`src/rtl/id_reg_bank.sv`:
```
// Read-only ID word bank at BASE_ADDR with decode errors; IDREG_ACCESS_CNT_EN adds an access counter after the last ID.
// Latency: request to rsp_valid in 2 edges; one transaction in flight, req_ready low until the response handshake.
module id_reg_bank #(
  parameter int                        ADDR_W     = 32,
  parameter int                        DATA_W     = 32,
  parameter int                        NUM_IDS    = 3,
  parameter logic [ADDR_W-1:0]         BASE_ADDR  = 32'h0010_0000,
  parameter logic [NUM_IDS*DATA_W-1:0] ID_VALUES  = {32'd11266558, 32'd13199173, 32'd11685268},
  parameter bit                        SWAP_BYTES = 1'b1
) (
  input  logic              clk,
  input  logic              rst_n,
  input  logic              req_valid,
  output logic              req_ready,
  input  logic [ADDR_W-1:0] req_addr,
  output logic              rsp_valid,
  input  logic              rsp_ready,
  output logic [DATA_W-1:0] rsp_data,
  output logic              rsp_err
);

  localparam int              BYTES     = DATA_W / 8;
  localparam int              SH        = (BYTES > 1) ? $clog2(BYTES) : 0;
  localparam logic [ADDR_W:0] WIN_END   = (ADDR_W+1)'(NUM_IDS * BYTES);
  localparam logic [ADDR_W:0] LANE_MASK = (ADDR_W+1)'(BYTES - 1);

  typedef enum logic [1:0] {IDLE, LOOKUP, RESP} state_t;

  state_t            state, state_nxt;
  logic [ADDR_W-1:0] addr_q;
  logic [ADDR_W:0]   off, word_idx;
  logic              borrow, id_hit;
  logic [DATA_W-1:0] id_word, id_out, lk_data;
  logic              lk_err;

  // The extra top bit of off catches addresses below the base as a borrow.
  always_comb begin
    off      = {1'b0, addr_q} - {1'b0, BASE_ADDR};
    borrow   = off[ADDR_W];
    id_hit   = !borrow && (off < WIN_END) && ((off & LANE_MASK) == '0);
    word_idx = off >> SH;
    id_word  = '0;
    for (int i = 0; i < NUM_IDS; i++) begin
      if (word_idx == (ADDR_W+1)'(i)) id_word = ID_VALUES[i*DATA_W +: DATA_W];
    end
    id_out = id_word;
    if (SWAP_BYTES) begin
      for (int b = 0; b < BYTES; b++) id_out[b*8 +: 8] = id_word[(BYTES-1-b)*8 +: 8];
    end
  end

`ifdef IDREG_ACCESS_CNT_EN
  logic [DATA_W-1:0] acc_cnt;
  logic              cnt_hit, id_rd_q;

  assign cnt_hit = !borrow && (off == WIN_END);

  always_ff @(posedge clk or negedge rst_n) begin
    if (!rst_n) begin
      acc_cnt <= '0;
      id_rd_q <= 1'b0;
    end else begin
      if (state == LOOKUP) id_rd_q <= id_hit;
      if (rsp_valid && rsp_ready && id_rd_q && (acc_cnt != '1)) acc_cnt <= acc_cnt + 1'b1;
    end
  end
`endif

  always_comb begin
    lk_data = id_hit ? id_out : '0;
    lk_err  = !id_hit;
`ifdef IDREG_ACCESS_CNT_EN
    if (cnt_hit) begin
      lk_data = acc_cnt;
      lk_err  = 1'b0;
    end
`endif
  end

  always_comb begin
    state_nxt = state;
    case (state)
      IDLE:    if (req_valid) state_nxt = LOOKUP;
      LOOKUP:  state_nxt = RESP;
      RESP:    if (rsp_ready) state_nxt = IDLE;
      default: state_nxt = IDLE;
    endcase
  end

  assign req_ready = rst_n && (state == IDLE);
  assign rsp_valid = (state == RESP);

  always_ff @(posedge clk or negedge rst_n) begin
    if (!rst_n) begin
      state    <= IDLE;
      addr_q   <= '0;
      rsp_data <= '0;
      rsp_err  <= 1'b0;
    end else begin
      state <= state_nxt;
      if (req_valid && req_ready) addr_q <= req_addr;
      if (state == LOOKUP) begin
        rsp_data <= lk_data;
        rsp_err  <= lk_err;
      end
    end
  end

endmodule

```
`config.mk`:
```
export PLATFORM = sky130hd
export DESIGN_NAME = id_reg_bank
export DESIGN_NICKNAME = d
export VERILOG_FILES = /design/src/rtl/id_reg_bank.sv
export SDC_FILE = /design/constraint.sdc
export NUM_CORES = 1
export LEC_CHECK = 0
export ABC_AREA = 1
export CAP_MARGIN = 10
export CORE_UTILIZATION = 43
export DETAILED_ROUTE_END_ITERATION = 8
export PLACE_DENSITY = 0.75
export SLEW_MARGIN = 10
export SYNTH_ARGS = -nofsm -noshare
export SYNTH_HDL_FRONTEND = slang
export SYNTH_SLANG_ARGS = --single-unit
export TNS_END_PERCENT = 10
```
`constraint.sdc`:
```
create_clock -name clk -period 1.74 [get_ports clk]
set_clock_uncertainty 0.05 [all_clocks]
set_input_delay 0.261 -clock clk [delete_from_list [all_inputs] [get_ports clk]]
set_output_delay 0.261 -clock clk [all_outputs]
set_load 0.01 [all_outputs]
```
After elaboration in Yosys (flattened, before gate mapping)
Cells that the tools add are included.
- divide/modulo/power cells: 0
- bitwise operators: 0
- multiplexer cells: 7
- multiply operators: 0
- add/sub/neg operators: 1
- shifts and indexed selects: 0
- equal/unequal tests: 6
- magnitude comparators: 1
- reductions and logical operators: 10
- operator list (cell ; number):
    $mux W24 ; 3
    $logic_not A33 Y1 ; 2
    $lt A33 B4 Y1 const B ; 1
    $sub A32 B21 Y33 const B ; 1
    $mux W32 ; 1
    $eq A31 B1 Y1 const B ; 1
    $eq A31 B2 Y1 const B ; 1
    $pmux W2 S3 ; 1
    $logic_and A1 B1 Y1 ; 4
    $mux W2 ; 2
    $eq A2 B1 Y1 const B ; 1
    $eq A2 B2 Y1 const B ; 1
    $logic_not A1 Y1 ; 2
    $logic_not A2 Y1 ; 1
    $ne A2 B1 Y1 const B ; 1
    $ne A2 B2 Y1 const B ; 1
    $reduce_and A2 Y1 ; 1
- register bits: 67
- bits of input ports: 36
- memories: 0
- RAM bits: 0
- bits in latches: 0
- logic and storage cells: 29
- bits in read-only memories: 0
- output and inout port bits: 35

Depth between registers and ports, before layout
- depth after elaboration: 6
- mapped depth: 14
- gate-level depth less buffers: 14

Worst setup path before layout
Ideal clock, no wire load.
- path kind: reg-to-reg
- from: register addr_q[20]
- to: register rsp_data[24]
- arrival time: 1537 ps
- setup time: 118 ps
- path slack: 36 ps
- path buffers: 0
- required time: 1572 ps
- clock period less this slack: 1704 ps
- cell stages (with the launch flop): 14
- cell sequence: dfrtp_1 inv_2 ha_1 nand2_1 nor2_1 nand2_1 nand2_1 nand2_1 inv_1 nand3_1 nor2_4 nand3_1 nand3_1 nand2_1
- longest elaborated chain between the ends: 5
- elaborated cells between the ends (all ways): 10
- those cells by class: add/sub: 1; order compare: 1; eq/ne: 2; mux: 3; reduce/logical: 3
- RTL lines (element ; RTL line ; RTL):
    start: declaration ; 30 ; logic [ADDR_W-1:0] addr_q;
    start signal: assignment ; 101 ; if (req_valid && req_ready) addr_q <= req_addr;
    $sub A32 B21 Y33 * ; 38 ; off = {1'b0, addr_q} - {1'b0, BASE_ADDR};
    $lt A33 B4 Y1, or another cell as far along ; 40 ; id_hit = !borrow && (off < WIN_END) && ((off & LANE_MASK) == '0);
    $logic_and A1 B1 Y1 or $mux W24 (tied branches) (2 in a row) ; 40, 44 ;
    $mux W32 * ; 70 ; lk_data = id_hit ? id_out : '0;
    end signal: assignment ; 103 ; rsp_data <= lk_data;
    end: declaration ; 18 ; output logic [DATA_W-1:0] rsp_data,
Every way passes the cells marked *; elsewhere a longest branch is shown, timed or not.
A chain may end at the register's enable or synchronous reset.

Final worst setup path
Same ends and word-level chain as after synthesis.

==> impl_results.md <==
- Status: finished, violations left
- Failing checks: setup timing
- Clk sinks: 42
- Number of synthesized flops with an enable pin: 0
- Slew @ Worst Pin: just over 0.5 ns
- Max_cap viols: 0
- Via/cell ratio: about 4.7
- Port bufs: 60
- Worst skew pair latency: 0.30 ns
- Final Routed Wirelength: 5140 µm
- Register bit count reported by yosys: 42
- Pre-CTS worst setup slack: -0.0849 ns
- # diodes: 0
- Fin crit share: 104%
- Die width: between 70 and 80 µm
- YS warnings: 0
- CP Class: reg -> reg
- Grt ovf: 0
- DP HPWL: 3840 µm
- RSZ-0062 raised after global routing: true
- H-tree depth: 2
- Rows: 26
- First-pass GRT wire length: 8880 µm
- Detail Route Antenna Nets: 0
- Data required time at the worst endpoint: 1.93 ns
- Distinct cells, synth: 25
- Clock tree from TritonCTS: built
- Largest cells by area after synthesis: dfrtp_1 44%, nor2_1 9.2%, nand2_1 8.0%
- Placed Cells: approximately 420
- Layout area overhead: 33.1%
- Fillers: approximately 480
- Avg Synthesized Cell Area: 7.96 µm²
- Sequential share of the synthesized area: a little over two fifths
- Leakage dissipation: ~1.4 nW
- Max_slew headroom: around 66%
- Fin area: 3200 µm²
- Final Non-Filler Cells: about 430
- Root buf cell: clkbuf_8
- I/O Pins: 71
- Setup ws final: -0.0612 ns
- Synth area leader: dfrtp_1
- Peak Freq: 555 MHz
- Minimum clock period: 1.80 ns
- Synthesized area: ~2400 µm²
- Synth Flop Type: dfrtp_1
- Starting Density: 45.9%
- Hold Path Class: in -> async
- TritonCTS Buffers: 5
- # DRC: 0
- Worst Setup End Kind: flop
- PD cells: 1240 nW/µm²
- Global placer's final weighted congestion: 0.904
- Die area: 5890 µm²
- DIE HEIGHT: roughly 77 µm
- List of most frequent post-synthesis cells: 59 x nor2_1, 51 x nand2_1, 42 x dfrtp_1, 29 x inv_1, 25 x buf_4
- CP startpoint kind: flop
- Placed Area: 2980 µm²
- GRT Overall Usage: about a fifth
- Layout net count: 396
- Clk slew on worst S/H paths: 0.08 ns
- WHS: 0.0243 ns
- Arr. time, crit path: 1.99 ns
- Pre-antenna DRT Iters: 6
- Core area: between 5000 and 6000 µm²
- Asr flop ratio synth: 100%
- Drt wl/cell: between 10 and 15 µm
- Worst-case clock buffer depth: 2
- Most used standard cell by instance count after synthesis: nor2_1
- Final setup vio count: 8
- Max VDD drop: 0.706 mV
- Vias: 2036
- Synth Instances: around 300
- Synth top area share: 43.7%
- Final hold vios: 0
- Largest net degree at the start of global routing: 49
- Number of global-route vias before repair: 1961
- Layout cells sized above 1: 18.4%
- Initial antenna violation count: 0
- Crit path max fanout: 5
- Final slew viol count: 0
- First DRT Iteration DRCs: 92
[layout make-up]
class	count	area [µm²]	area share (%)
Clock buffer	6	72.6	2.27
Clock inverter	2	37.5	1.17
Inverter	31	116	3.64
Multi-Input combinational cell	209	1160	36.2
Sequential cell	42	1050	32.9
Tap cell	70	87.6	2.74
Timing Repair Buffer	69	677	21.2
[sequential cells by signal (all words and copies together) (netlist names)]
name and cells:
rsp_data 7, addr_q 32, rsp_err 1, state 2
[cells in the final DEF, fill, tap and decap left out, drive strengths merged]
cell | netlist | routed
inv | 30 | 30
bufinv | 0 | 1
o21ai | 4 | 4
nand3 | 21 | 21
mux2 | 16 | 16
or2 | 1 | 1
nand3b | 3 | 3
dlymetal6s2s | 0 | 1
dlygate4sd2 | 0 | 1
nand2 | 53 | 53
dfrtp | 42 | 42
conb | 1 | 10
nor3 | 4 | 4
clkbuf | 3 | 6
clkinvlp | 0 | 1
nor3b | 1 | 1
clkinv | 1 | 1
buf | 27 | 10
ha | 2 | 2
a21oi | 17 | 17
clkdlybuf4s50 | 0 | 57
nor2 | 69 | 70
nand4 | 7 | 7
[report_power, final]
| group | internal [W] | leakage, nW | switching, W |
|---|---|---|---|
| combinational | 0.000692 | 0.875 | 0.000821 |
| clock | 0.000428 | 0.0514 | 0.000327 |
| sequential | 0.00136 | 0.493 | 0.000347 |
| total | 0.00248 | 1.42 | 0.00149 |
[final timing paths]
check                           start            to  slack (ns)  depth (start not counted)
max                        addr_q[20]  rsp_data[24]       -0.06                         12
min                             rst_n    addr_q[31]        0.02                          2
max reg2reg                addr_q[20]  rsp_data[24]       -0.06                         12
min reg2reg                addr_q[10]    addr_q[10]        0.46                          1
max in group asynchronous       rst_n    addr_q[24]        1.25                          2
min in group clk            req_valid      state[0]        0.46                          3
[repair_timing]
| item | in CTS | in global routing |
|---|---|---|
| pin swaps | 3 | 5 |
| gates cloned | 1 | 0 |
| hold buffers | 0 | 0 |
| setup endpoints to repair | 9 | 9 |
| buffers inserted | 0 | 1 |
| resized for setup | 4 | 21 |
[worst max-delay path, cell delays in order, from the launching register on]
cell and delay (ns):
dfrtp_1 0.40, inv_2 0.09, ha_4 0.15, nand3_2 0.10, nor2_2 0.13, nand2_1 0.08, nand2_1 0.10, nand3_4 0.10
nor2_4 0.19, nand2_1 0.12, clkinv_1 0.09, nand3_1 0.08, nand2_1 0.06
[cell families (layout without fill, tap and decap cells)]
logic type / Yosys count / in the layout / share of synthesized area, %
AOI/OAI and AO/OA: 21 / 21 / 4.37
adders and majority gates: 2 / 2 / 1.04
buffers and inverters: 61 / 108 / 13.5
DFF: 42 / 42 / 43.7
muxes: 16 / 16 / 7.50
other: 1 / 10 / 0.156
and+or+nand+nor: 159 / 160 / 29.7
[layer usage]
metal | track usage, % | share of wire, % | vias up
li1 | - | - | 1033
met1 | 24.4 | 45 | 934
met2 | 31.4 | 49 | 62
met3 | 4.52 | 5.1 | 7
met4 | 5.77 | 1.2 | 0
met5 | 0 | 0 | -
[through the flow]
| stage | setup TNS [ns] | power, W | utilization [%] |
|---|---|---|---|
| 2_1_floorplan | 0 | 0.00256 | - |
| 3_3_place_gp | -0.0919 | 0.00304 | 57.0 |
| 3_5_place_dp | -0.407 | 0.00307 | 57.0 |
| 4_1_cts | -0.310 | 0.00385 | 59.4 |
| 5_1_grt | -1.45 | 0.00429 | 61.1 |
| 6_report | -0.304 | 0.00397 | 61.1 |
(Power assumes the default switching activity.)
